--- src/rtl/mc_ctrl_fsm_pkg.sv ---
// Shared encodings for the multicycle MIPS control FSM.
// States, opcodes, funct codes, ALU codes and mux selects.
package mc_ctrl_pkg;

    typedef enum logic [3:0] {
        S_FETCH  = 4'h0,
        S_DECODE = 4'h1,
        S_MEMADR = 4'h2,
        S_MEMRD  = 4'h3,
        S_MEMWB  = 4'h4,
        S_MEMWR  = 4'h5,
        S_EXEC   = 4'h6,
        S_ALUWB  = 4'h7,
        S_BRANCH = 4'h8,
        S_ADDIEX = 4'h9,
        S_JUMP   = 4'hA,
        S_ANDIEX = 4'hB,
        S_ORIEX  = 4'hC,
        S_IMMWB  = 4'hD,
        S_RST    = 4'hF
    } state_e;

    localparam logic [5:0] OP_RTYPE = 6'b000000;
    localparam logic [5:0] OP_LW    = 6'b100011;
    localparam logic [5:0] OP_SW    = 6'b101011;
    localparam logic [5:0] OP_BEQ   = 6'b000100;
    localparam logic [5:0] OP_J     = 6'b000010;
    localparam logic [5:0] OP_ADDI  = 6'b001000;
    localparam logic [5:0] OP_ANDI  = 6'b001100;
    localparam logic [5:0] OP_ORI   = 6'b001101;

    localparam logic [5:0] FN_ADD = 6'b100000;
    localparam logic [5:0] FN_SUB = 6'b100010;
    localparam logic [5:0] FN_AND = 6'b100100;
    localparam logic [5:0] FN_OR  = 6'b100101;

    localparam logic [2:0] ALU_AND = 3'b000;
    localparam logic [2:0] ALU_OR  = 3'b001;
    localparam logic [2:0] ALU_ADD = 3'b010;
    localparam logic [2:0] ALU_SUB = 3'b011;

    localparam logic [1:0] SRCB_REG = 2'b00;
    localparam logic [1:0] SRCB_4   = 2'b01;
    localparam logic [1:0] SRCB_IMM = 2'b10;
    localparam logic [1:0] SRCB_BR  = 2'b11;

    localparam logic [1:0] PCS_ALU = 2'b00;
    localparam logic [1:0] PCS_OUT = 2'b01;
    localparam logic [1:0] PCS_JMP = 2'b10;

endpackage

--- src/rtl/mc_ctrl_fsm_if.sv ---
// Control bundle between the FSM and the datapath.
// master = controller, slave = datapath.
interface mc_ctrl_if;
    logic [5:0] opcode;
    logic [5:0] funct;
    logic       zero;
    logic       pc_write;
    logic       pc_write_cond;
    logic       pc_en;
    logic       iord;
    logic       mem_read;
    logic       mem_write;
    logic       ir_write;
    logic       reg_dst;
    logic       mem_to_reg;
    logic       reg_write;
    logic       alu_src_a;
    logic [1:0] alu_src_b;
    logic       ext_zero;
    logic [1:0] pc_source;
    logic [2:0] alu_op;
    logic       illegal_op;

    modport master (
        input  opcode, funct, zero,
        output pc_write, pc_write_cond, pc_en,
        output iord, mem_read, mem_write, ir_write,
        output reg_dst, mem_to_reg, reg_write,
        output alu_src_a, alu_src_b, ext_zero,
        output pc_source, alu_op, illegal_op
    );

    modport slave (
        output opcode, funct, zero,
        input  pc_write, pc_write_cond, pc_en,
        input  iord, mem_read, mem_write, ir_write,
        input  reg_dst, mem_to_reg, reg_write,
        input  alu_src_a, alu_src_b, ext_zero,
        input  pc_source, alu_op, illegal_op
    );
endinterface

--- src/rtl/mc_ctrl_fsm_alu_dec.sv ---
// R-type funct decoder: ALU code plus a supported flag.
// Shared by EXEC and by the DECODE legality check.
module mc_alu_dec
    import mc_ctrl_pkg::*;
(
    input  logic [5:0] funct_i,
    output logic [2:0] alu_op_o,
    output logic       valid_o
);

    // map funct to ALU code; unknown funct falls back to ADD
    always_comb begin
        alu_op_o = ALU_ADD;
        valid_o  = 1'b1;
        unique case (1'b1)
            (funct_i == FN_ADD): alu_op_o = ALU_ADD;
            (funct_i == FN_SUB): alu_op_o = ALU_SUB;
            (funct_i == FN_AND): alu_op_o = ALU_AND;
            (funct_i == FN_OR):  alu_op_o = ALU_OR;
            default:             valid_o  = 1'b0;
        endcase
    end

endmodule

--- src/rtl/mc_ctrl_fsm.sv ---
// Multicycle MIPS main control FSM.
// Moore strobes per state plus a retired-instruction counter.
module mc_ctrl_fsm
    import mc_ctrl_pkg::*;
#(
    parameter int CNT_W = 32
) (
    input  logic             clk,
    input  logic             rst_n,
    mc_ctrl_if.master        bus,
    output logic [3:0]       state_o,
    output logic [CNT_W-1:0] instr_count
);

    state_e           state_q, state_d;
    logic [CNT_W-1:0] cnt_q, cnt_d;
    logic [2:0]       fn_op;
    logic             fn_ok;
    logic             retire;

    mc_alu_dec u_alu_dec (
        .funct_i  (bus.funct),
        .alu_op_o (fn_op),
        .valid_o  (fn_ok)
    );

    // state and retired-count registers
    always_ff @(posedge clk or negedge rst_n) begin
        if (!rst_n) begin
            state_q <= S_RST;
            cnt_q   <= '0;
        end else begin
            state_q <= state_d;
            cnt_q   <= cnt_d;
        end
    end

    // next state and Moore outputs
    always_comb begin
        state_d           = S_FETCH;
        retire            = 1'b0;
        bus.pc_write      = 1'b0;
        bus.pc_write_cond = 1'b0;
        bus.iord          = 1'b0;
        bus.mem_read      = 1'b0;
        bus.mem_write     = 1'b0;
        bus.ir_write      = 1'b0;
        bus.reg_dst       = 1'b0;
        bus.mem_to_reg    = 1'b0;
        bus.reg_write     = 1'b0;
        bus.alu_src_a     = 1'b0;
        bus.alu_src_b     = SRCB_REG;
        bus.ext_zero      = 1'b0;
        bus.pc_source     = PCS_ALU;
        bus.alu_op        = ALU_AND;
        bus.illegal_op    = 1'b0;
        case (state_q)
            S_RST: state_d = S_FETCH;
            S_FETCH: begin
                bus.mem_read  = 1'b1;
                bus.ir_write  = 1'b1;
                bus.alu_src_b = SRCB_4;
                bus.alu_op    = ALU_ADD;
                bus.pc_write  = 1'b1;
                state_d       = S_DECODE;
            end
            S_DECODE: begin
                bus.alu_src_b = SRCB_BR;
                bus.alu_op    = ALU_ADD;
                unique case (1'b1)
                    (bus.opcode == OP_RTYPE): begin
                        state_d        = fn_ok ? S_EXEC : S_FETCH;
                        bus.illegal_op = !fn_ok;
                    end
                    (bus.opcode == OP_LW),
                    (bus.opcode == OP_SW):   state_d = S_MEMADR;
                    (bus.opcode == OP_BEQ):  state_d = S_BRANCH;
                    (bus.opcode == OP_J):    state_d = S_JUMP;
                    (bus.opcode == OP_ADDI): state_d = S_ADDIEX;
                    (bus.opcode == OP_ANDI): state_d = S_ANDIEX;
                    (bus.opcode == OP_ORI):  state_d = S_ORIEX;
                    default: bus.illegal_op = 1'b1;
                endcase
            end
            S_MEMADR: begin
                bus.alu_src_a = 1'b1;
                bus.alu_src_b = SRCB_IMM;
                bus.alu_op    = ALU_ADD;
                state_d = (bus.opcode == OP_SW) ? S_MEMWR : S_MEMRD;
            end
            S_MEMRD: begin
                bus.iord     = 1'b1;
                bus.mem_read = 1'b1;
                state_d      = S_MEMWB;
            end
            S_MEMWB: begin
                bus.mem_to_reg = 1'b1;
                bus.reg_write  = 1'b1;
                retire         = 1'b1;
            end
            S_MEMWR: begin
                bus.iord      = 1'b1;
                bus.mem_write = 1'b1;
                retire        = 1'b1;
            end
            S_EXEC: begin
                bus.alu_src_a = 1'b1;
                bus.alu_op    = fn_op;
                state_d       = S_ALUWB;
            end
            S_ALUWB: begin
                bus.reg_dst   = 1'b1;
                bus.reg_write = 1'b1;
                retire        = 1'b1;
            end
            S_BRANCH: begin
                bus.alu_src_a     = 1'b1;
                bus.alu_op        = ALU_SUB;
                bus.pc_write_cond = 1'b1;
                bus.pc_source     = PCS_OUT;
                retire            = 1'b1;
            end
            S_JUMP: begin
                bus.pc_write  = 1'b1;
                bus.pc_source = PCS_JMP;
                retire        = 1'b1;
            end
            S_ADDIEX: begin
                bus.alu_src_a = 1'b1;
                bus.alu_src_b = SRCB_IMM;
                bus.alu_op    = ALU_ADD;
                state_d       = S_IMMWB;
            end
            S_ANDIEX: begin
                bus.alu_src_a = 1'b1;
                bus.alu_src_b = SRCB_IMM;
                bus.ext_zero  = 1'b1;
                bus.alu_op    = ALU_AND;
                state_d       = S_IMMWB;
            end
            S_ORIEX: begin
                bus.alu_src_a = 1'b1;
                bus.alu_src_b = SRCB_IMM;
                bus.ext_zero  = 1'b1;
                bus.alu_op    = ALU_OR;
                state_d       = S_IMMWB;
            end
            S_IMMWB: begin
                bus.reg_write = 1'b1;
                retire        = 1'b1;
            end
            default: state_d = S_FETCH;
        endcase
    end

    // count only instructions that complete back into FETCH
    always_comb begin
        cnt_d = cnt_q;
        if (retire) cnt_d = cnt_q + CNT_W'(1);
    end

    assign bus.pc_en = bus.pc_write
                     | (bus.pc_write_cond & bus.zero);
    assign state_o     = state_q;
    assign instr_count = cnt_q;

endmodule

--- src/flat_wrapper.sv ---
// flat-port wrapper written by rule: the top's interface ports become plain ports
module mc_ctrl_fsm_flat import mc_ctrl_pkg::*;
#(
    parameter int CNT_W = 32
)
  (clk, rst_n, state_o, instr_count, bus_opcode, bus_funct, bus_zero, bus_pc_write, bus_pc_write_cond, bus_pc_en, bus_iord, bus_mem_read, bus_mem_write, bus_ir_write, bus_reg_dst, bus_mem_to_reg, bus_reg_write, bus_alu_src_a, bus_alu_src_b, bus_ext_zero, bus_pc_source, bus_alu_op, bus_illegal_op);
  mc_ctrl_if bus_i ();
  input  logic clk;
  input  logic rst_n;
  output logic [3:0] state_o;
  output logic [CNT_W-1:0] instr_count;
  input wire logic [$bits(bus_i.opcode)-1:0] bus_opcode;
  input wire logic [$bits(bus_i.funct)-1:0] bus_funct;
  input wire logic [$bits(bus_i.zero)-1:0] bus_zero;
  output wire logic [$bits(bus_i.pc_write)-1:0] bus_pc_write;
  output wire logic [$bits(bus_i.pc_write_cond)-1:0] bus_pc_write_cond;
  output wire logic [$bits(bus_i.pc_en)-1:0] bus_pc_en;
  output wire logic [$bits(bus_i.iord)-1:0] bus_iord;
  output wire logic [$bits(bus_i.mem_read)-1:0] bus_mem_read;
  output wire logic [$bits(bus_i.mem_write)-1:0] bus_mem_write;
  output wire logic [$bits(bus_i.ir_write)-1:0] bus_ir_write;
  output wire logic [$bits(bus_i.reg_dst)-1:0] bus_reg_dst;
  output wire logic [$bits(bus_i.mem_to_reg)-1:0] bus_mem_to_reg;
  output wire logic [$bits(bus_i.reg_write)-1:0] bus_reg_write;
  output wire logic [$bits(bus_i.alu_src_a)-1:0] bus_alu_src_a;
  output wire logic [$bits(bus_i.alu_src_b)-1:0] bus_alu_src_b;
  output wire logic [$bits(bus_i.ext_zero)-1:0] bus_ext_zero;
  output wire logic [$bits(bus_i.pc_source)-1:0] bus_pc_source;
  output wire logic [$bits(bus_i.alu_op)-1:0] bus_alu_op;
  output wire logic [$bits(bus_i.illegal_op)-1:0] bus_illegal_op;
  assign bus_i.opcode = bus_opcode;
  assign bus_i.funct = bus_funct;
  assign bus_i.zero = bus_zero;
  assign bus_pc_write = bus_i.pc_write;
  assign bus_pc_write_cond = bus_i.pc_write_cond;
  assign bus_pc_en = bus_i.pc_en;
  assign bus_iord = bus_i.iord;
  assign bus_mem_read = bus_i.mem_read;
  assign bus_mem_write = bus_i.mem_write;
  assign bus_ir_write = bus_i.ir_write;
  assign bus_reg_dst = bus_i.reg_dst;
  assign bus_mem_to_reg = bus_i.mem_to_reg;
  assign bus_reg_write = bus_i.reg_write;
  assign bus_alu_src_a = bus_i.alu_src_a;
  assign bus_alu_src_b = bus_i.alu_src_b;
  assign bus_ext_zero = bus_i.ext_zero;
  assign bus_pc_source = bus_i.pc_source;
  assign bus_alu_op = bus_i.alu_op;
  assign bus_illegal_op = bus_i.illegal_op;
  mc_ctrl_fsm #(.CNT_W(CNT_W)) u_core (.clk(clk), .rst_n(rst_n), .bus(bus_i), .state_o(state_o), .instr_count(instr_count));
endmodule
--- config.mk ---
export PLATFORM = sky130hd
export DESIGN_NAME = mc_ctrl_fsm_flat
export DESIGN_NICKNAME = d
export VERILOG_FILES = /design/src/rtl/mc_ctrl_fsm_pkg.sv /design/src/rtl/mc_ctrl_fsm_if.sv /design/src/rtl/mc_ctrl_fsm_alu_dec.sv /design/src/rtl/mc_ctrl_fsm.sv /design/src/flat_wrapper.sv
export SDC_FILE = /design/constraint.sdc
export NUM_CORES = 1
export LEC_CHECK = 0
export CORE_MARGIN = 5
export CORE_UTILIZATION = 47
export DETAILED_ROUTE_END_ITERATION = 12
export PLACE_DENSITY = 0.86
export SETUP_SLACK_MARGIN = 0.02
export SYNTH_ARGS = -nofsm -noshare
export SYNTH_HDL_FRONTEND = slang
export SYNTH_SLANG_ARGS = --single-unit
export TNS_END_PERCENT = 50
--- constraint.sdc ---
create_clock -name clk -period 2.9 [get_ports clk]
set_clock_uncertainty 0.05 [all_clocks]
set_input_delay 0.87 -clock clk [delete_from_list [all_inputs] [get_ports clk]]
set_output_delay 0.87 -clock clk [all_outputs]
set_load 0.02 [all_outputs]
Yosys cells after proc, flatten, opt, wreduce, memory -nomap -nowiden
Cells that the tools add are included.
{"block": "totals", "mem_bits_ro": 0, "mem_count": 0, "output_inout_bits": 56, "ramBits": 0, "latch_bits": 0, "input_bits": 15, "elab_cells": 68, "register_bits": 36}
{"block": "op_classes", "n_shift": 0, "mul": 0, "n_lt_le_gt_ge": 0, "mux": 23, "div_mod_pow": 0, "n_reduce_logical": 16, "add_sub_neg": 1, "eq_ne": 24, "n_bitwise": 2}
{"op": "$eq A6 B6 Y1 const B", "count": 6}
{"op": "$add A32 B1 Y32 const B", "count": 1}
{"op": "$pmux W4 S7", "count": 1}
{"op": "$eq A4 B4 Y1 const B", "count": 6}
{"op": "$pmux W4 S6", "count": 1}
{"op": "$eq A6 B4 Y1 const B", "count": 3}
{"op": "$eq A4 B3 Y1 const B", "count": 4}
{"op": "$mux W1", "count": 14}
{"op": "$pmux W2 S3", "count": 2}
{"op": "$reduce_or A4 Y1", "count": 3}
{"op": "$reduce_or A6 Y1", "count": 2}
{"op": "$reduce_or A2 Y1", "count": 5}
{"op": "$eq A4 B2 Y1 const B", "count": 2}
{"op": "$pmux W2 S4", "count": 1}
{"op": "$reduce_or A7 Y1", "count": 1}
{"op": "$eq A6 B2 Y1 const B", "count": 1}
{"op": "$eq A6 B3 Y1 const B", "count": 1}
{"op": "$logic_not A6 Y1", "count": 1}
{"op": "$mux W3", "count": 2}
{"op": "$reduce_or A3 Y1", "count": 2}
{"op": "$eq A4 B1 Y1 const B", "count": 1}
{"op": "$logic_not A4 Y1", "count": 1}
{"op": "$pmux W2 S2", "count": 1}
{"op": "$pmux W1 S2", "count": 1}
{"op": "3 further kinds", "count": 3}

Longest topological paths before layout
Gate-level depths: netlist of run 1.
{"block": "logic_depth", "word_depth": 6, "mapped_depth": 6, "depth_no_buf": 6}

Modules after synthesis
A second synthesis of run 1 with hierarchy kept.
{"block": "unflattened", "hier_cells": 232, "hier_area_um2": 2168.3}
{"module": "mc_ctrl_fsm", "area_per_inst_um2": 2104.5, "seq_area_each_um2": 905.9, "cells_each": 223, "instances": 1}
{"module": "mc_alu_dec", "area_per_inst_um2": 63.8, "seq_area_each_um2": 0.0, "cells_each": 9, "instances": 1}

Worst setup path after synthesis of run 1
No wires, ideal clock.
{"block": "synth_timing", "kind": "in2out", "from": "input port bus_opcode[0]", "to": "output port bus_illegal_op", "setup_slack_ns": 0.037, "arrival_time_ns": 1.943, "required_time_ns": 1.980, "stages": 6, "n_path_buf": 1, "path_cell_list": "buf_2 > nor4_1 > nand2_1 > o21ai_0 > nor2_1 > nor2_1"}
{"block": "synth_between", "elab_chain_len": 4, "elab_cells_between_ends": 11, "classes_between": "eq/ne (7); mux (2); reduce/logical (2)"}
{"item": "start, declared", "line": "flat_wrapper.sv:12", "text": "input wire logic [$bits(bus_i.opcode)-1:0] bus_opcode;"}
{"item": "$eq A6 B6 Y1, or another cell as far along", "line": "mc_ctrl_fsm.sv:76", "text": "(bus.opcode == OP_SW): state_d = S_MEMADR;"}
{"item": "$reduce_or A7 Y1 (no source line)"}
{"item": "$pmux W1 S2 (*)", "line": "mc_ctrl_fsm.sv:70", "text": "unique case (1'b1)"}
{"item": "$mux W1 (*)", "line": "mc_ctrl_fsm.sv:57", "text": "case (state_q)"}
{"item": "end, declared", "line": "flat_wrapper.sv:30", "text": "output wire logic [$bits(bus_i.illegal_op)-1:0] bus_illegal_op;"}
Mark *: on every way between the ends. The rest lies on a longest branch, timed or not.

Worst setup path after layout of run 1
{"block": "layout_timing", "from": "register u_core.state_q[1], in the netlist u_core.state_o[1]", "to": "output port bus_reg_write"}
{"block": "layout_between", "elab_chain_len": 3, "elab_cells_between_ends": 5, "classes_between": "eq/ne (3); mux (1); reduce/logical (1)"}
{"item": "start, declared", "line": "mc_ctrl_fsm.sv:15", "text": "state_e state_q, state_d;"}
{"item": "start signal, assigned", "line": "mc_ctrl_fsm.sv:33", "text": "state_q <= state_d;"}
{"item": "$eq A4 B3 Y1 or $eq A4 B4 Y1 (tied branches)", "line": "mc_ctrl_fsm.sv:57"}
{"item": "$reduce_or A3 Y1 (no source line) (*)"}
{"item": "$mux W1 (*)", "line": "mc_ctrl_fsm.sv:57"}
{"item": "end, declared", "line": "flat_wrapper.sv:24", "text": "output wire logic [$bits(bus_i.reg_write)-1:0] bus_reg_write;"}
Marked as above.

==> results of run 1 <==
[path summary, 6_finish.rpt]
kind | start | to | slack [ps] | depth (start not counted)
worst max-delay path | u_core.state_o[1]$_DFF_PN1_ | bus_reg_write | 50 | 6
worst min-delay path | u_core.instr_count[31]$_DFFE_PN0P_ | u_core.instr_count[31]$_DFFE_PN0P_ | 430 | 1
worst max register to register | u_core.state_o[1]$_DFF_PN1_ | u_core.instr_count[8]$_DFFE_PN0P_ | 860 | 6
worst min register to register | u_core.instr_count[31]$_DFFE_PN0P_ | u_core.instr_count[31]$_DFFE_PN0P_ | 430 | 1
max in group asynchronous | rst_n | u_core.state_o[1]$_DFF_PN1_ | 1490 | 2
min in group asynchronous | rst_n | u_core.instr_count[29]$_DFFE_PN0P_ | 960 | 2
[area by class of cell]
type                       count  share of cell area
inverter                       7            0.008102
multi-input combinational    189              0.3958
clock inverter                 2            0.003086
timing repair buffer          95              0.2674
sequential                    36              0.2793
tap                           54             0.02083
clock buffer                   6             0.02546
[kinds of logic (layout without fill, tap and decap cells)]
logic type	Yosys count	after routing	share of synthesized area
simple gates	119	119	0.3095
xor+xnor	33	33	0.1300
fa+ha+maj	1	1	0.005627
other cells	1	1	0.001687
flops	36	36	0.4074
compound gates	35	35	0.1086
buf+inv	17	110	0.03714
[layer usage]
metal | vias up | share of wire | track usage
met3 | 6 | 0.069 | 0.05329
met2 | 78 | 0.49 | 0.3217
met1 | 988 | 0.44 | 0.2225
met5 | - | 0 | 0
met4 | 0 | 0.010 | 0.05420
li1 | 1030 | - | -
[what timing repair did]
item	in CTS	in global routing
buffers inserted	2	3
endpoints found under the setup margin	10	12
gates resized for setup	34	25
pin swaps	4	2
[metrics by stage]
stage / TNS (ps) / setup WS, ps / cell area [um2]
detailed placement: -1887 / -822.0 / 3083
CTS: -181.6 / -181.6 / 3192
floorplan: 0 / 37.31 / 2223
finish: 0 / 48.50 / 3243
global placement: -1712 / -685.4 / 3083
global route: -138.9 / -51.62 / 3243
[power groups by stage]
stage                     sequential [mW]  combinational [mW]  clock [mW]
after floorplan                     0.665               0.432           0
after global placement              0.634               0.826           0
after detailed placement            0.635               0.834           0
after CTS                           0.626               0.800       0.366
after global routing                0.630               0.893       0.383
final                               0.623               0.824       0.358
[state kept, by name, summed over array words and instances, names as in the netlist]
name	flops
u_core.state_o	4
u_core.instr_count	32
[synth_stat cells, types with 2 or more instances]
cell type,number
dfrtp_1,32
nand3_1,10
and4b_1,2
nand4_1,6
or3_1,3
buf_4,4
nand2_1,31
buf_2,3
inv_1,6
a21oi_1,9
nor3_1,11
o22ai_1,2
dfstp_2,4
nor2b_1,2
clkbuf_1,3
and4_1,4
xnor2_1,22
and3_1,6
or4_1,3
a31oi_1,2
and2_1,5
o21ai_1,2
nor2_1,18
nand4_2,2
o21ai_0,8
nor3_2,2
xor2_1,11
nand2b_1,4
==> flow_metrics.py, run 1 <==
metrics = {
    "sta": {
        "hold_viol": 0,
        "holdWs_ps": 427.5,
        "setup_viol": 0,
        "max_freq_ghz": 0.3507,
        "slew_viol_final": 0,
        "min_period_ps": 2851,
        "rsz0062_at_grt": "yes",
        "layout_worst_path_cycle_share": 0.9833,
    },
    "setup_path": {
        "critical-path-max-stage-delay_ps": 610,
        "crit_arrival_ps": 1930,
        "crit_chain": "inv_2 > nor2_1 > nand2b_1 > a21oi_1 > nor2b_1 > dlygate4sd2_1",
        "end_kind": "primary output",
        "timing.critical_path.buf_inv": 2,
        "cp_max_fo": 7,
        "crit_family": "flip-flops",
        "cp_slowest_cell": "dfstp_2",
        "critPathRequiredTime_ps": 1980,
        "critPathLaunchType": "register",
        "crit_type": "reg -> out",
    },
    "global_routing": {
        "grt_pass1_wl_mm": 9.349,
        "grt_max_degree": 37,
        "grt_usage": 0.1853,
        "gr-total-overflow": 0,
        "antenna_found_initial": 0,
        "grt_pass1_vias": 2033,
    },
    "clock_tree": {
        "cts_hold_buf": 0,
        "clock_latency_ps": 280,
        "clk_pin_slew_worst_paths_ps": 70,
        "cts_max_level": 2,
        "ctsLongestPathBuffers": 2,
        "clock-sinks": 36,
        "numCtsBuffers": 5,
        "cts-root-buf": "clkbuf_8",
        "tritoncts": "done",
    },
    "logic_synthesis": {
        "yosysTopAreaCell": "dfrtp_1",
        "synth.yosys.seq_area_share": 0.4074,
        "synthDistinctLibCells": 53,
        "synth_top_area_share": 0.3602,
        "synth_nets": 258,
        "synthesis.instances": 242,
        "postSynthAreaPerCell_um2": 9.188,
        "synth_area_um2": 2223,
        "ys.flop_type": "dfrtp_1",
        "synth.area.top_cells": "dfrtp_1, xnor2_1, nand2_1",
        "synth_seq_cells": 36,
        "synth_warnings": 0,
        "synth_edf_count": 0,
        "ys_async_sr_fraction": 1.000,
    },
    "detailed_routing": {
        "via_per_inst": 5.404,
        "drcViolationCount": 0,
        "firstDrtPassIters": 4,
        "detail_route.iter0.violations": 102,
        "via_count": 2102,
        "wire_per_inst_um": 14.72,
        "wl_mm": 5.725,
        "ant_nets": 0,
    },
    "floorplan": {
        "die_w_um": 78.78,
        "num_rows": 25,
        "num_io_pins": 71,
        "dieArea_um2": 6206,
        "initial_core_util": 0.4770,
        "coreArea_um2": 4661,
        "chipHeight_um": 78.78,
    },
    "placement": {
        "gp_congestion": 0.8605,
        "port_buffers": 69,
        "dp.final_hpwl_mm": 4.284,
        "dp.cells": 376,
    },
    "finish": {
        "multi_input_area_um2": 1284,
        "n_antenna_cell": 0,
        "final_common_cell": "clkdlybuf4s50_1",
        "fill_cells": 351,
        "final_cell_mix": "clkdlybuf4s50_1, dfrtp_1, nand2_1",
        "finalNetCount": 350,
        "layout.cells.non_filler": 389,
        "drive_gt1_frac": 0.2119,
        "area_delta_synth_final_pct": 45.86,
        "fin_util": 0.6958,
        "seq_area_um2": 905.9,
    },
    "pwr": {
        "p_total_mw": 1.805,
        "p_leak_nw": 1.605,
        "power.density_nw_per_um2": 556.7,
        "clkPwrFrac": 0.198,
        "p_sw_mw": 0.6939,
        "p_sw_frac": 0.3843,
        "internal_power_mw": 1.112,
        "power_frac_seq": 0.345,
        "combPwrFrac": 0.456,
        "peakVddDrop_mv": 0.6584,
    },
    "worst_hold_path": {
        "hold_path.class": "reg -> reg",
    },
    "flow_run": {
        "max_cap_violations": 0,
    },
    "outcome": {
        "status": "finished clean",
    },
}
Power figures use the tool's default switching activity.
==> inputs of run 2 (changes only) <==
- ABC_CLOCK_PERIOD_IN_PS: unset -> 2900
- CORE_ASPECT_RATIO: unset -> 0.75
==> flow_metrics.py, run 2 (synthesis gave the netlist of run 1 again) <==
metrics = {
    "clock_tree": {
        "cts-root-buf": "clkbuf_8",
        "clk_pin_slew_worst_paths_ps": 70,
        "ctsLongestPathBuffers": 2,
        "numCtsBuffers": 5,
        "tritoncts": "done",
        "clock-sinks": 36,
        "cts_hold_buf": 0,
        "cts_max_level": 2,
        "clock_latency_ps": 280,
    },
    "pwr": {
        "p_leak_nw": 1.514,
        "power.density_nw_per_um2": 547.5,
        "p_total_mw": 1.772,
        "peakVddDrop_mv": 0.3554,
    },
    "setup_path": {
        "cp.depth": 7,
        "critical-path-max-stage-delay_ps": 230,
        "crit_family": "buffers and inverters",
        "cp_max_fo": 3,
        "r2r_cells": 6,
        "critPathRequiredTime_ps": 1980,
        "crit_arrival_ps": 1880,
        "cp_slowest_cell": "dlygate4sd2_1",
        "end_kind": "primary output",
        "timing.critical_path.buf_inv": 2,
        "crit_type": "in -> out",
        "critPathLaunchType": "input pin",
        "crit_chain": "dlygate4sd2_1 > nor3b_2 > o21a_1 > o21ai_1 > nor2_1 > nor2_1 > buf_4",
        "timing.critical_path.mode_cell": "nor2_1",
    },
    "detailed_routing": {
        "drcViolationCount": 0,
        "wire_per_inst_um": 14.86,
        "ant_nets": 0,
        "wl_met2_mm": 2.951,
        "via_per_inst": 5.448,
        "via_count": 2141,
        "wl_mm": 5.841,
        "detail_route.iter0.violations": 91,
        "wl_met1_mm": 2.450,
        "top_layer": "met4",
        "firstDrtPassIters": 5,
        "met3_length_um": 337,
    },
    "placement": {
        "gp_congestion": 0.8339,
        "port_buffers": 69,
        "dp.final_hpwl_mm": 4.487,
        "place_area_um2": 3087,
    },
    "finish": {
        "fill_cells": 342,
        "final_common_cell": "clkdlybuf4s50_1",
        "fin_area_um2": 3236,
        "area_delta_synth_final_pct": 45.53,
        "finalNetCount": 352,
        "drive_gt1_frac": 0.2054,
        "largest_reg_flops": 32,
        "n_antenna_cell": 0,
        "final_cell_mix": "clkdlybuf4s50_1, dfrtp_1, nand2_1",
    },
    "worst_hold_path": {
        "min_path_cells": 1,
        "hold_path.class": "reg -> reg",
    },
    "sta": {
        "layout_worst_path_cycle_share": 0.9642,
        "setup_viol": 0,
        "holdWs_ps": 440.3,
        "max_freq_ghz": 0.3576,
        "rsz0062_at_grt": "yes",
        "slew_viol_final": 0,
        "min_period_ps": 2796,
        "hold_viol": 0,
    },
    "global_routing": {
        "grt_usage": 0.1953,
        "antenna_found_initial": 0,
        "grt_pass1_vias": 2066,
        "grt_max_degree": 37,
        "grt_pass1_wl_mm": 9.791,
        "gr-total-overflow": 0,
    },
    "floorplan": {
        "num_rows": 21,
        "num_io_pins": 71,
        "initial_core_util": 0.4920,
        "coreArea_um2": 4519,
        "chipHeight_um": 69.57,
        "die_w_um": 89.42,
        "dieArea_um2": 6221,
    },
    "flow_run": {
        "max_cap_violations": 0,
    },
    "outcome": {
        "status": "finished clean",
    },
}
run 2: stage by stage:
step / cells / TNS, ps / utilization / worst slack [ps]
after floorplan: 242 / 0 / - / 37.31
after global placement: 379 / -1647 / 0.6830 / -649.2
after detailed placement: 379 / -1781 / 0.6830 / -694.9
after CTS: 390 / -128.2 / 0.7079 / -128.2
after global routing: 393 / 0 / 0.7159 / 0.1579
final: 393 / 0 / 0.7159 / 103.8
run 2: path summary, 6_finish.rpt:
check,from,end,slack (ps)
min reg2reg,u_core.instr_count[30]$_DFFE_PN0P_,u_core.instr_count[30]$_DFFE_PN0P_,440
min in group asynchronous,rst_n,u_core.instr_count[28]$_DFFE_PN0P_,950
max,bus_funct[4],bus_illegal_op,100
max in group asynchronous,rst_n,u_core.state_o[1]$_DFF_PN1_,1500
min,u_core.instr_count[30]$_DFFE_PN0P_,u_core.instr_count[30]$_DFFE_PN0P_,440
max reg2reg,u_core.state_o[3]$_DFF_PN1_,u_core.instr_count[20]$_DFFE_PN0P_,670
run 2: routing by layer:
layer | global-route usage | vias to the layer above
met3 | 0.04157 | 11
met1 | 0.2548 | 1020
met5 | 0 | -
met4 | 0.06116 | 0
met2 | 0.3197 | 64
li1 | - | 1046
run 2: layout make-up:
| type | count | area, um2 | share of cell area |
|---|---|---|---|
| Clock inverter | 1 | 5.005 | 0.001547 |
| Multi-Input combinational cell | 189 | 1280 | 0.3956 |
| Timing Repair Buffer | 97 | 874.6 | 0.2703 |
| Sequential cell | 36 | 905.9 | 0.2800 |
| Tap cell | 57 | 71.32 | 0.02204 |
| Inverter | 7 | 26.28 | 0.008121 |
| Clock buffer | 6 | 72.57 | 0.02243 |
run 2: repair_timing:
action / 4_1_cts / 5_1_grt
setup buffers: 4 / 4
hold endpoints to repair: 0 / 0
pin swaps: 4 / 5
gates resized for setup: 37 / 18
setup endpoints to repair: 11 / 7
run 2: where the power goes:
group,internal (mW),switching [mW]
Clock,0.163,0.163
Sequential,0.554,0.0639
Combinational,0.369,0.460
==> inputs of run 3 (changes only) <==
- CORE_MARGIN: 5 -> 2
==> flow_metrics.py, run 3 (synthesis gave the netlist of run 1 again) <==
metrics = {
    "pwr": {
        "p_total_mw": 1.809,
        "p_sw_frac": 0.3919,
        "p_leak_nw": 1.534,
        "peakVddDrop_mv": 0.3400,
        "p_sw_mw": 0.7091,
        "combPwrFrac": 0.448,
        "clkPwrFrac": 0.208,
        "power.density_nw_per_um2": 561.8,
        "internal_power_mw": 1.100,
        "power_frac_seq": 0.344,
    },
    "floorplan": {
        "num_io_pins": 71,
        "die_w_um": 83.42,
        "coreArea_um2": 4519,
        "initial_core_util": 0.4920,
        "dieArea_um2": 5303,
        "num_rows": 21,
        "chipHeight_um": 63.57,
    },
    "detailed_routing": {
        "detail_route.iter0.violations": 128,
        "drcViolationCount": 0,
        "wl_mm": 5.926,
        "ant_nets": 0,
        "firstDrtPassIters": 4,
        "via_count": 2129,
        "via_per_inst": 5.473,
        "wire_per_inst_um": 15.23,
    },
    "finish": {
        "fin_area_um2": 3221,
        "final_common_cell": "clkdlybuf4s50_1",
        "drive_gt1_frac": 0.1928,
        "fill_cells": 324,
        "largest_reg_flops": 32,
        "final_cell_mix": "clkdlybuf4s50_1, dfrtp_1, nand2_1",
        "finalNetCount": 347,
        "n_antenna_cell": 0,
        "layout.cells.non_filler": 389,
        "area_delta_synth_final_pct": 44.85,
    },
    "global_routing": {
        "grt_pass1_wl_mm": 9.715,
        "antenna_found_initial": 0,
        "grt_usage": 0.2300,
        "grt_max_degree": 37,
        "grt_pass1_vias": 1986,
        "gr-total-overflow": 0,
    },
    "clock_tree": {
        "numCtsBuffers": 5,
        "cts_hold_buf": 0,
        "tritoncts": "done",
        "clock_latency_ps": 290,
        "cts_max_level": 2,
        "ctsLongestPathBuffers": 2,
        "clock-sinks": 36,
        "clk_pin_slew_worst_paths_ps": 70,
        "cts-root-buf": "clkbuf_8",
    },
    "sta": {
        "hold_viol": 0,
        "layout_worst_path_cycle_share": 0.9882,
        "min_period_ps": 2866,
        "max_freq_ghz": 0.3489,
        "rsz0062_at_grt": "yes",
        "worst_slack_ps": 34.10,
        "slew_viol_final": 0,
        "timing.setup.tns_ps": 0,
        "setup_viol": 0,
    },
    "setup_path": {
        "cp_max_fo": 5,
        "crit_arrival_ps": 1950,
        "critical-path-max-stage-delay_ps": 380,
        "r2r-end": "u_core.instr_count[26]$_DFFE_PN0P_",
        "r2r_start": "u_core.state_o[3]$_DFF_PN1_",
        "crit_end": "bus_illegal_op",
        "critPathRequiredTime_ps": 1980,
        "r2r_slack_ps": 580,
        "r2r_cells": 6,
        "crit_family": "simple AND/OR/NAND/NOR gates",
        "timing.critical_path.buf_inv": 2,
        "cp.depth": 7,
        "end_kind": "primary output",
        "startpoint": "bus_opcode[3]",
        "critPathLaunchType": "input pin",
        "crit_chain": "clkdlybuf4s15_1 > or3_4 > o21ai_2 > a21oi_2 > nor2_1 > nor2_1 > buf_4",
        "timing.critical_path.mode_cell": "nor2_1",
        "crit_type": "in -> out",
        "cp_slowest_cell": "or3_4",
    },
    "placement": {
        "place_area_um2": 3094,
        "gp_congestion": 0.9164,
        "dpl_worst_slack_ps": -790.8,
        "dp.final_hpwl_mm": 4.224,
        "dp.cells": 380,
        "port_buffers": 69,
    },
    "outcome": {
        "status": "finished clean",
    },
    "flow_run": {
        "max_cap_violations": 0,
    },
    "worst_hold_path": {
        "hp-start": "u_core.instr_count[31]$_DFFE_PN0P_",
        "min_path_cells": 1,
        "hold_path.class": "reg -> reg",
    },
}
## run 3: worst min path at each step
| stage | end |
|---|---|
| after floorplan | u_core.instr_count[0]$_DFFE_PN0P_ |
| after global placement | u_core.instr_count[31]$_DFFE_PN0P_ |
| after detailed placement | u_core.instr_count[31]$_DFFE_PN0P_ |
| after CTS | u_core.instr_count[31]$_DFFE_PN0P_ |
| after global routing | u_core.instr_count[31]$_DFFE_PN0P_ |
| final | u_core.instr_count[31]$_DFFE_PN0P_ |
## run 3: what timing repair did
item,4_1_cts,5_1_grt
setup buffers,0,1
resized for setup,35,20
pin swaps,6,3
endpoints found under the setup margin,10,7
## run 3: per-layer routing
metal  vias up  wire length (um)  GRT usage
met1      1024              2686     0.3206
met2        71              2813     0.3548
li1       1023                 -          -
met5         -                 0          0
met3        11               327    0.04587
met4         0                98    0.08871
## run 3: power groups by stage
stage	registers (mW)	logic, mW	clock network, mW
after detailed placement	0.627	0.843	0
after CTS	0.621	0.811	0.383
after global placement	0.626	0.828	0
final	0.623	0.811	0.375
after floorplan	0.665	0.432	0
after global routing	0.629	0.862	0.409
## run 3: through the flow
step / util / hold slack [ps]
floorplan: - / 524.4
global placement: 0.6847 / 412.9
detailed placement: 0.6847 / 420.7
CTS: 0.7040 / 436.3
global route: 0.7126 / 470.4
finish: 0.7126 / 436.1
## run 3: area by class of cell
type / count / area (um2) / area share
tap: 57 / 71.32 / 0.02214
timing repair buffer: 92 / 845.8 / 0.2626
sequential: 36 / 905.9 / 0.2813
multi-input combinational: 189 / 1277 / 0.3967
inverter: 7 / 26.28 / 0.008159
clock inverter: 1 / 7.507 / 0.002331
clock buffer: 7 / 86.33 / 0.02681
